`src/rtl/mem_stage.sv`:
```
// Memory stage: unpacks the EX/MEM buffer, runs the data-memory req/ack access and registers the MEM/WB buffer.
// Optional access timeout with a sticky error flag is enabled by defining MEM_STAGE_TIMEOUT_EN.
module mem_stage #(
   parameter int unsigned N       = 4,
   parameter int unsigned BW      = 26,
   parameter int unsigned OW      = 14,
   parameter int unsigned TIMEOUT = 8
) (
   input  logic          clk,
   input  logic          rst,
   input  logic          en,
   input  logic [BW-1:0] bufferIn,
   output logic          memReq,
   output logic          memWe,
   output logic [N-1:0]  memAddr,
   output logic [N-1:0]  memWdata,
   input  logic          memAck,
   input  logic [N-1:0]  memRdata,
   output logic          stall,
   output logic [OW-1:0] bufferOut,
   output logic          fwdRegWrite,
   output logic [3:0]    fwdRc,
   output logic [N-1:0]  fwdValue,
   output logic          memError
);

   localparam int unsigned RC_LSB  = N;
   localparam int unsigned RW_BIT  = N + 12;
   localparam int unsigned MTR_BIT = N + 13;
   localparam int unsigned MW_BIT  = N + 14;
   localparam int unsigned ALU_LSB = N + 18;
   localparam int unsigned O_MD    = N;
   localparam int unsigned O_RC    = 2 * N;
   localparam int unsigned O_RW    = 2 * N + 4;
   localparam int unsigned O_MTR   = 2 * N + 5;

   typedef enum logic [0:0] {IDLE = 1'b0, ACCESS = 1'b1} state_t;

   state_t         state_q, state_d;
   logic [OW-1:0]  buf_q, buf_d;
   logic           req_q, req_d;
   logic           we_q, we_d;
   logic [N-1:0]   addr_q, addr_d;
   logic [N-1:0]   wdata_q, wdata_d;
   logic [N-1:0]   hold_alu_q, hold_alu_d;
   logic [3:0]     hold_rc_q, hold_rc_d;
   logic           hold_rw_q, hold_rw_d;
   logic           hold_mtr_q, hold_mtr_d;
   logic           timeout_hit;

   logic [N-1:0]   in_rd3;
   logic [3:0]     in_rc;
   logic           in_rw;
   logic           in_mtr;
   logic           in_mw;
   logic [N-1:0]   in_alu;
   logic           is_mem;
   logic           unused_fields;

   assign in_rd3 = bufferIn[N-1:0];
   assign in_rc  = bufferIn[RC_LSB+3:RC_LSB];
   assign in_rw  = bufferIn[RW_BIT];
   assign in_mtr = bufferIn[MTR_BIT];
   assign in_mw  = bufferIn[MW_BIT];
   assign in_alu = bufferIn[ALU_LSB+N-1:ALU_LSB];
   assign is_mem = in_mtr | in_mw;
   // Ra, Rb and the ALU flags are consumed upstream
   assign unused_fields = ^{bufferIn[N+11:N+4], bufferIn[N+17:N+15]};

   // State and pipeline registers
   always_ff @(posedge clk) begin
      if (!rst) begin
         state_q    <= IDLE;
         buf_q      <= '0;
         req_q      <= 1'b0;
         we_q       <= 1'b0;
         addr_q     <= '0;
         wdata_q    <= '0;
         hold_alu_q <= '0;
         hold_rc_q  <= '0;
         hold_rw_q  <= 1'b0;
         hold_mtr_q <= 1'b0;
      end else begin
         state_q    <= state_d;
         buf_q      <= buf_d;
         req_q      <= req_d;
         we_q       <= we_d;
         addr_q     <= addr_d;
         wdata_q    <= wdata_d;
         hold_alu_q <= hold_alu_d;
         hold_rc_q  <= hold_rc_d;
         hold_rw_q  <= hold_rw_d;
         hold_mtr_q <= hold_mtr_d;
      end
   end

   // Next-state: the ack path is not gated by en so the memory side always completes
   always_comb begin
      state_d    = state_q;
      buf_d      = buf_q;
      req_d      = req_q;
      we_d       = we_q;
      addr_d     = addr_q;
      wdata_d    = wdata_q;
      hold_alu_d = hold_alu_q;
      hold_rc_d  = hold_rc_q;
      hold_rw_d  = hold_rw_q;
      hold_mtr_d = hold_mtr_q;
      case (state_q)
         IDLE: begin
            if (en) begin
               if (is_mem) begin
                  state_d    = ACCESS;
                  hold_alu_d = in_alu;
                  hold_rc_d  = in_rc;
                  hold_rw_d  = in_rw;
                  hold_mtr_d = in_mtr & ~in_mw;
                  addr_d     = in_alu;
                  wdata_d    = in_rd3;
                  we_d       = in_mw;
                  req_d      = 1'b1;
                  buf_d      = '0;
               end else begin
                  buf_d = {1'b0, in_rw, in_rc, N'(0), in_alu};
               end
            end
         end
         ACCESS: begin
            if (memAck) begin
               state_d = IDLE;
               req_d   = 1'b0;
               we_d    = 1'b0;
               buf_d   = {hold_mtr_q, hold_rw_q, hold_rc_q,
                          (we_q ? N'(0) : memRdata), hold_alu_q};
            end else if (timeout_hit) begin
               state_d = IDLE;
               req_d   = 1'b0;
               we_d    = 1'b0;
               buf_d   = {hold_mtr_q, 1'b0, hold_rc_q, N'(0), hold_alu_q};
            end else if (en) begin
               buf_d = '0;
            end
         end
         default: state_d = IDLE;
      endcase
   end

   // Stall and forwarding outputs
   always_comb begin
      stall = 1'b0;
      if (rst) begin
         case (state_q)
            IDLE:    stall = en & is_mem;
            ACCESS:  stall = ~memAck & ~timeout_hit;
            default: stall = 1'b0;
         endcase
      end
   end

   assign memReq      = req_q;
   assign memWe       = we_q;
   assign memAddr     = addr_q;
   assign memWdata    = wdata_q;
   assign bufferOut   = buf_q;
   assign fwdRegWrite = buf_q[O_RW];
   assign fwdRc       = buf_q[O_RC+3:O_RC];
   assign fwdValue    = buf_q[O_MTR] ? buf_q[O_MD+N-1:O_MD] : buf_q[N-1:0];

`ifdef MEM_STAGE_TIMEOUT_EN
   localparam int unsigned CW = $clog2(TIMEOUT) + 1;

   logic [CW-1:0] cnt_q, cnt_d;
   logic          err_q, err_d;

   assign timeout_hit = (state_q == ACCESS) && en && !memAck && (cnt_q == CW'(TIMEOUT - 1));

   // Cycles spent in ACCESS without ack; cleared whenever the access ends
   always_comb begin
      cnt_d = cnt_q;
      err_d = err_q;
      if (state_q == ACCESS) begin
         if (memAck || timeout_hit) cnt_d = '0;
         else if (en)               cnt_d = cnt_q + CW'(1);
      end
      if (timeout_hit) err_d = 1'b1;
   end

   always_ff @(posedge clk) begin
      if (!rst) begin
         cnt_q <= '0;
         err_q <= 1'b0;
      end else begin
         cnt_q <= cnt_d;
         err_q <= err_d;
      end
   end

   assign memError = err_q;
`else
   logic [$clog2(TIMEOUT+1)-1:0] unused_timeout;

   assign unused_timeout = '0;
   assign timeout_hit    = 1'b0;
   assign memError       = 1'b0;
`endif

endmodule

```
`config.mk`:
```
export PLATFORM = sky130hd
export DESIGN_NAME = mem_stage
export DESIGN_NICKNAME = d
export VERILOG_FILES = /design/src/rtl/mem_stage.sv
export SDC_FILE = /design/constraint.sdc
export NUM_CORES = 1
export LEC_CHECK = 0
export CAP_MARGIN = 0
export CELL_PAD_IN_SITES_DETAIL_PLACEMENT = 0
export CELL_PAD_IN_SITES_GLOBAL_PLACEMENT = 1
export CORE_ASPECT_RATIO = 0.7
export CORE_MARGIN = 8
export CORE_UTILIZATION = 26
export DETAILED_ROUTE_END_ITERATION = 8
export PLACE_DENSITY = 0.77
export SETUP_SLACK_MARGIN = 0.05
export SLEW_MARGIN = 30
export SYNTH_ARGS = -nofsm -noshare
export SYNTH_HDL_FRONTEND = slang
export SYNTH_SLANG_ARGS = --single-unit
```
`constraint.sdc`:
```
create_clock -name clk -period 1.1 [get_ports clk]
set_clock_uncertainty 0.1 [all_clocks]
set_input_delay 0.22 -clock clk [delete_from_list [all_inputs] [get_ports clk]]
set_output_delay 0.22 -clock clk [all_outputs]
set_load 0.005 [all_outputs]
```
After elaboration in Yosys (flattened, before gate mapping)
Cells that the tools add are included.
{ "classes": {"n_eq_ne": 4, "div_mod_pow": 0, "n_lt_le_gt_ge": 0, "mux": 20, "bitwise_logic": 6, "shift": 0, "addsub": 0, "n_mul": 0, "n_reduce_logical": 3} }
{ "ops": {"columns": ["op", "count"], "rows": [
  ["$mux 14", 3],
  ["$pmux 14 s2", 1],
  ["$mux 13", 1],
  ["$mux 1", 9],
  ["$mux 4", 2],
  ["$pmux 1 s2", 4],
  ["$ne 2x2->1 const B", 3],
  ["$reduce_and 3->1", 2],
  ["$ne 3x3->1 const B", 1],
  ["$not 1->1", 3],
  ["$and 1x1->1", 2],
  ["$reduce_and 2->1", 1],
  ["$or 1x1->1", 1]
]} }
{ "word_totals": {"inputBits": 34, "ram_bits": 0, "latch_bits": 0, "mem_count": 0, "word_cells": 42, "romBits": 0, "output_inout_bits": 35, "ff_bits": 31} }

Longest topological paths before layout
{ "logic_depth": {"depth_word": 4, "ltp_mapped": 5, "mapped_depth_nobuf": 3} }

Least setup slack after synthesis
No wires, ideal clock.
{ "synth_timing": {"path_kind": "register to register", "from": "register state_q", "to": "register buf_q[0] (netlist: bufferOut[0])", "synth_period_minus_slack_ps": 1153, "t_arrival_ps": 979, "setup_time_ps": 74, "setup_slack_ps": -53, "path_stages_with_launch": 4, "path_cell_list": "dfxtp_1 -> nor4b_4 -> nand2_1 -> a31oi_1"} }
{ "synth_via": {"elab_chain_cells": 3, "elab_cells_between_ends": 5, "classes_between": "2 x eq/ne; 1 x mux; 1 x bitwise; 1 x reduce/logical"} }
{ "synth_rtl": {"columns": ["item", "line_no", "source"], "rows": [
  ["from (decl)", "39", "state_t state_q, state_d;"],
  ["from (signal assigned)", "84", "state_q <= state_d;"],
  ["$not 1->1", null, null],
  ["$ne 2x2->1 (no source line)", null, null],
  ["$reduce_and 2->1 (no source line)", null, null],
  ["to (signal assigned)", "85", "buf_q <= buf_d;"],
  ["to (decl)", "40", "logic [OW-1:0] buf_q, buf_d;"]
]} }
Several ways; a longest one is shown, not always the timed one.
A chain may end at the register's enable or synchronous reset.

Worst setup path after layout
{ "layout_timing": {"from": "register buf_q[13] (netlist: bufferOut[13])", "to": "output fwdValue[2]"} }
{ "layout_via": {"elab_chain_cells": 1} }
{ "layout_rtl": {"columns": ["item", "line_no", "source"], "rows": [
  ["$mux 4", "167", "assign fwdValue = buf_q[O_MTR] ? buf_q[O_MD+N-1:O_MD] : buf_q[N-1:0];"],
  ["to (decl)", "23", "output logic [N-1:0] fwdValue,"]
]} }
Every way passes these cells.

==> impl_results.md <==
- Post-DP HPWL: 3350 µm
- Reg-to-reg endpoint: bufferOut[9]$_SDFFE_PN0P_
- Num CTS Buffers: 5
- CP Class: flip-flop to primary output
- Register-to-Register Path Depth: 5
- Maximum VDD drop: 634 µV
- CTS tree: yes
- I/O pins: 69
- Largest net degree at the start of global routing: 32
- Antenna cells: 0
- Endpoints failing setup: 48
- Post-Synth Adder-Cell Area: 0%
- Clock buffer depth: 2
- NumNets Final: 303
- Switching Power: 0.781 mW
- Hold/Removal Path Class: flip-flop to flip-flop
- Initial Utilization: 26.3%
- Overall Power: 2.95 mW
- Share of layout cells above drive strength 1: 64.4%
- Worst hold endpoint: memWdata[3]$_SDFFE_PN0P_
- Clock Sinks: 31
- Static Leak: 1.19 nW
- Crit path max-delay cell type: dfxtp_4
- Area Overhead vs Synth: 100%
- Combinational share of power: 24.1%
- FFs w/ async S/R, synth: 0%
- Status: finished, violations left
- Fin cells: 345
- Largest family of logic cells by synthesized area: simple AND/OR/NAND/NOR gates
- R2r setup slk: -0.22 ns
- Clock transition at path regs: 0.07 ns
- DR DRC count: 0
- Hold Vio Cnt, Final: 0
- Drt pass-1 iters: 4
- WP data arrival: 1.17 ns
- Global-route wire length before repair: 8700 µm
- Post-synthesis sequential area ratio: 42.2%
- Synth Area in XOR/XNOR: 0%
- Clock latency on the worst-skew pair: 0.29 ns
- Area of the mapped netlist: 1470 µm²
- Synth cell types: 27
- Failing checks: negative setup slack
- Commonest non-fill, non-tap cell in the layout: buf_6
- Post-route cell area: 2940 µm²
- Vias in the first global route: 1746
- Synth Net Count: 199
- Die area: 8350 µm²
- Synth warn: 0
- CP Max Fanout: 3
- Post-synth top flop: dfxtp_1
- Critical Path RT: 0.78 ns
- Setup crit end kind: primary output
- Setup Total Neg Slack: -7.26 ns
- Switching share of power: 26.5%
- Total track usage: 13.1%
- Syn Inst Count: 165
- Gr ovfl total: 0
- Max cap viols: 0
- FF+latch count, synth: 31
- Number of fillers in the final layout: 512
- Synth Area in Compound Gates: 16.3%
- Final GP Congestion: 0.749
- IO buf count: 56
- Tmin final: 1.49 ns
- CP max stage delay: 0.35 ns
- Number of synthesized flops with an enable pin: 0
- Worst R2R Start: state_q$_SDFF_PN0_
- Beginning of the worst hold path: memWdata[3]$_SDFFE_PN0P_
- Fin crit share: 135%
- Post-route antenna net violation count: 0
- Worst Slack Setup Final: -0.386 ns
- Storage element area: 657 µm²
- Core area: 5580 µm²
- DIE HEIGHT: 78.9 µm
- RSZ-0062 raised after global routing: true
- Via density: 4.67
- Routed wire length: 5580 µm
- H-tree levels: 2
- Placed Cells: 313
- Most frequent cells in the layout: 52 x buf_6, 30 x buf_4, 23 x dfxtp_2
- DP Area: 2270 µm²
- Max Slew Vio Count: 0
- CTS root buffer: clkbuf_8
- Multiplexer area fraction after synthesis: 3.07%
- Die width: 106 µm
- Pint: 2.17 mW
- Pwr Density: 1000 nW/µm²
- Footprint of the multi-input gates: 856 µm²
- Fmax: 0.673 GHz
- Worst setup SP type: flip-flop
- CP most frequent cell: buf_6
- Hold Path Depth: 2
- Simple-gate area share of the yosys netlist: 27.1%
- Cells along the critical path: buf_6 > mux2_4 > buf_6
- Initial DRC count: 83
- Avg Cell Area, Syn: 8.90 µm²
- Via count: 1611
- Rows: 23
- Clock power frac: 34.6%
- Top delay family on crit path: flip-flops
- Initial antenna violation count: 0
- DR WL/cell: 16.2 µm
- Crit path buffers/inverters: 2
- Sequential share of power: 41.3%
## flip-flops by register name (all words and copies together), names as in the netlist
name and count:
state_q 1, hold_mtr_q 1, memReq 1, hold_alu_q 4, bufferOut 14, memWe 1
hold_rc_q 4, memWdata 4, hold_rw_q 1
## repair_timing
action,CTS,global route
pin swaps,15,14
cloned,2,2
setup buffers,16,15
endpoints found under the setup margin,65,65
hold buffers,0,0
resized for setup,245,32
## power groups by stage
stage | combinational (mW) | sequential [mW] | clock [mW]
6_report | 0.710 | 1.22 | 1.02
3_3_place_gp | 0.505 | 1.23 | 0
4_1_cts | 0.636 | 1.21 | 1.03
2_1_floorplan | 0.220 | 1.23 | 0
3_5_place_dp | 0.512 | 1.23 | 0
5_1_grt | 0.758 | 1.22 | 1.10
## worst max-delay path by stage
stage	start	to	cells after the start
2_1_floorplan	bufferIn[18]	stall	4
3_3_place_gp	en	stall	5
3_5_place_dp	bufferIn[18]	stall	5
4_1_cts	bufferOut[13]$_SDFFE_PN0P_	fwdValue[2]	3
5_1_grt	bufferOut[13]$_SDFFE_PN0P_	fwdValue[2]	3
6_report	bufferOut[13]$_SDFFE_PN0P_	fwdValue[2]	3
## cell families after synthesis
family / after synthesis
AND/OR/NAND/NOR: 63
multiplexers: 4
AO/OA/AOI/OAI: 45
other: 1
flip-flops: 31
buffers and inverters: 21
## synth_stat cells (all sizes together), types with 3 or more instances
master	instances	share of area [%]
nor2	3	0.77
nand3b	18	9.2
dfxtp	31	42
buf	16	9.8
a21oi	22	7.5
nand2	21	5.4
nand3	13	6.8
a31oi	9	3.8
o21ai	13	4.4
clkbuf	3	0.77
mux2	4	3.1
## worst reg2reg max path: cells and delay by family, from the launching register on
family          cells  cell delay, ns
simple gates        2            0.31
flops               1            0.36
compound gates      1            0.15
buf+inv             2            0.31
## routing by layer
metal / part of all wire, % / GRT usage, %
met1: 46 / 16.3
met2: 46 / 20.9
met3: 5.3 / 3.88
met4: 2.2 / 4.90
met5: 0 / 0
## per-stage QoR
step / hold WS [ns] / setup slack, ns / util [%]
floorplan: 0.251 / 0.0261 / -
global placement: 0.354 / -0.739 / 40.7
detailed placement: 0.359 / -0.795 / 40.7
CTS: 0.352 / -0.388 / 48.6
global route: 0.377 / -0.413 / 52.7
finish: 0.353 / -0.386 / 52.7
## final cells by class
type,instances,share of cell area (%)
Multi-Input combinational cell,113,29.1
Clock buffer,8,3.40
Tap cell,75,3.19
Timing Repair Buffer,116,41.7
Sequential cell,31,22.3
Inverter,2,0.255
Power figures use the tool's default switching activity.
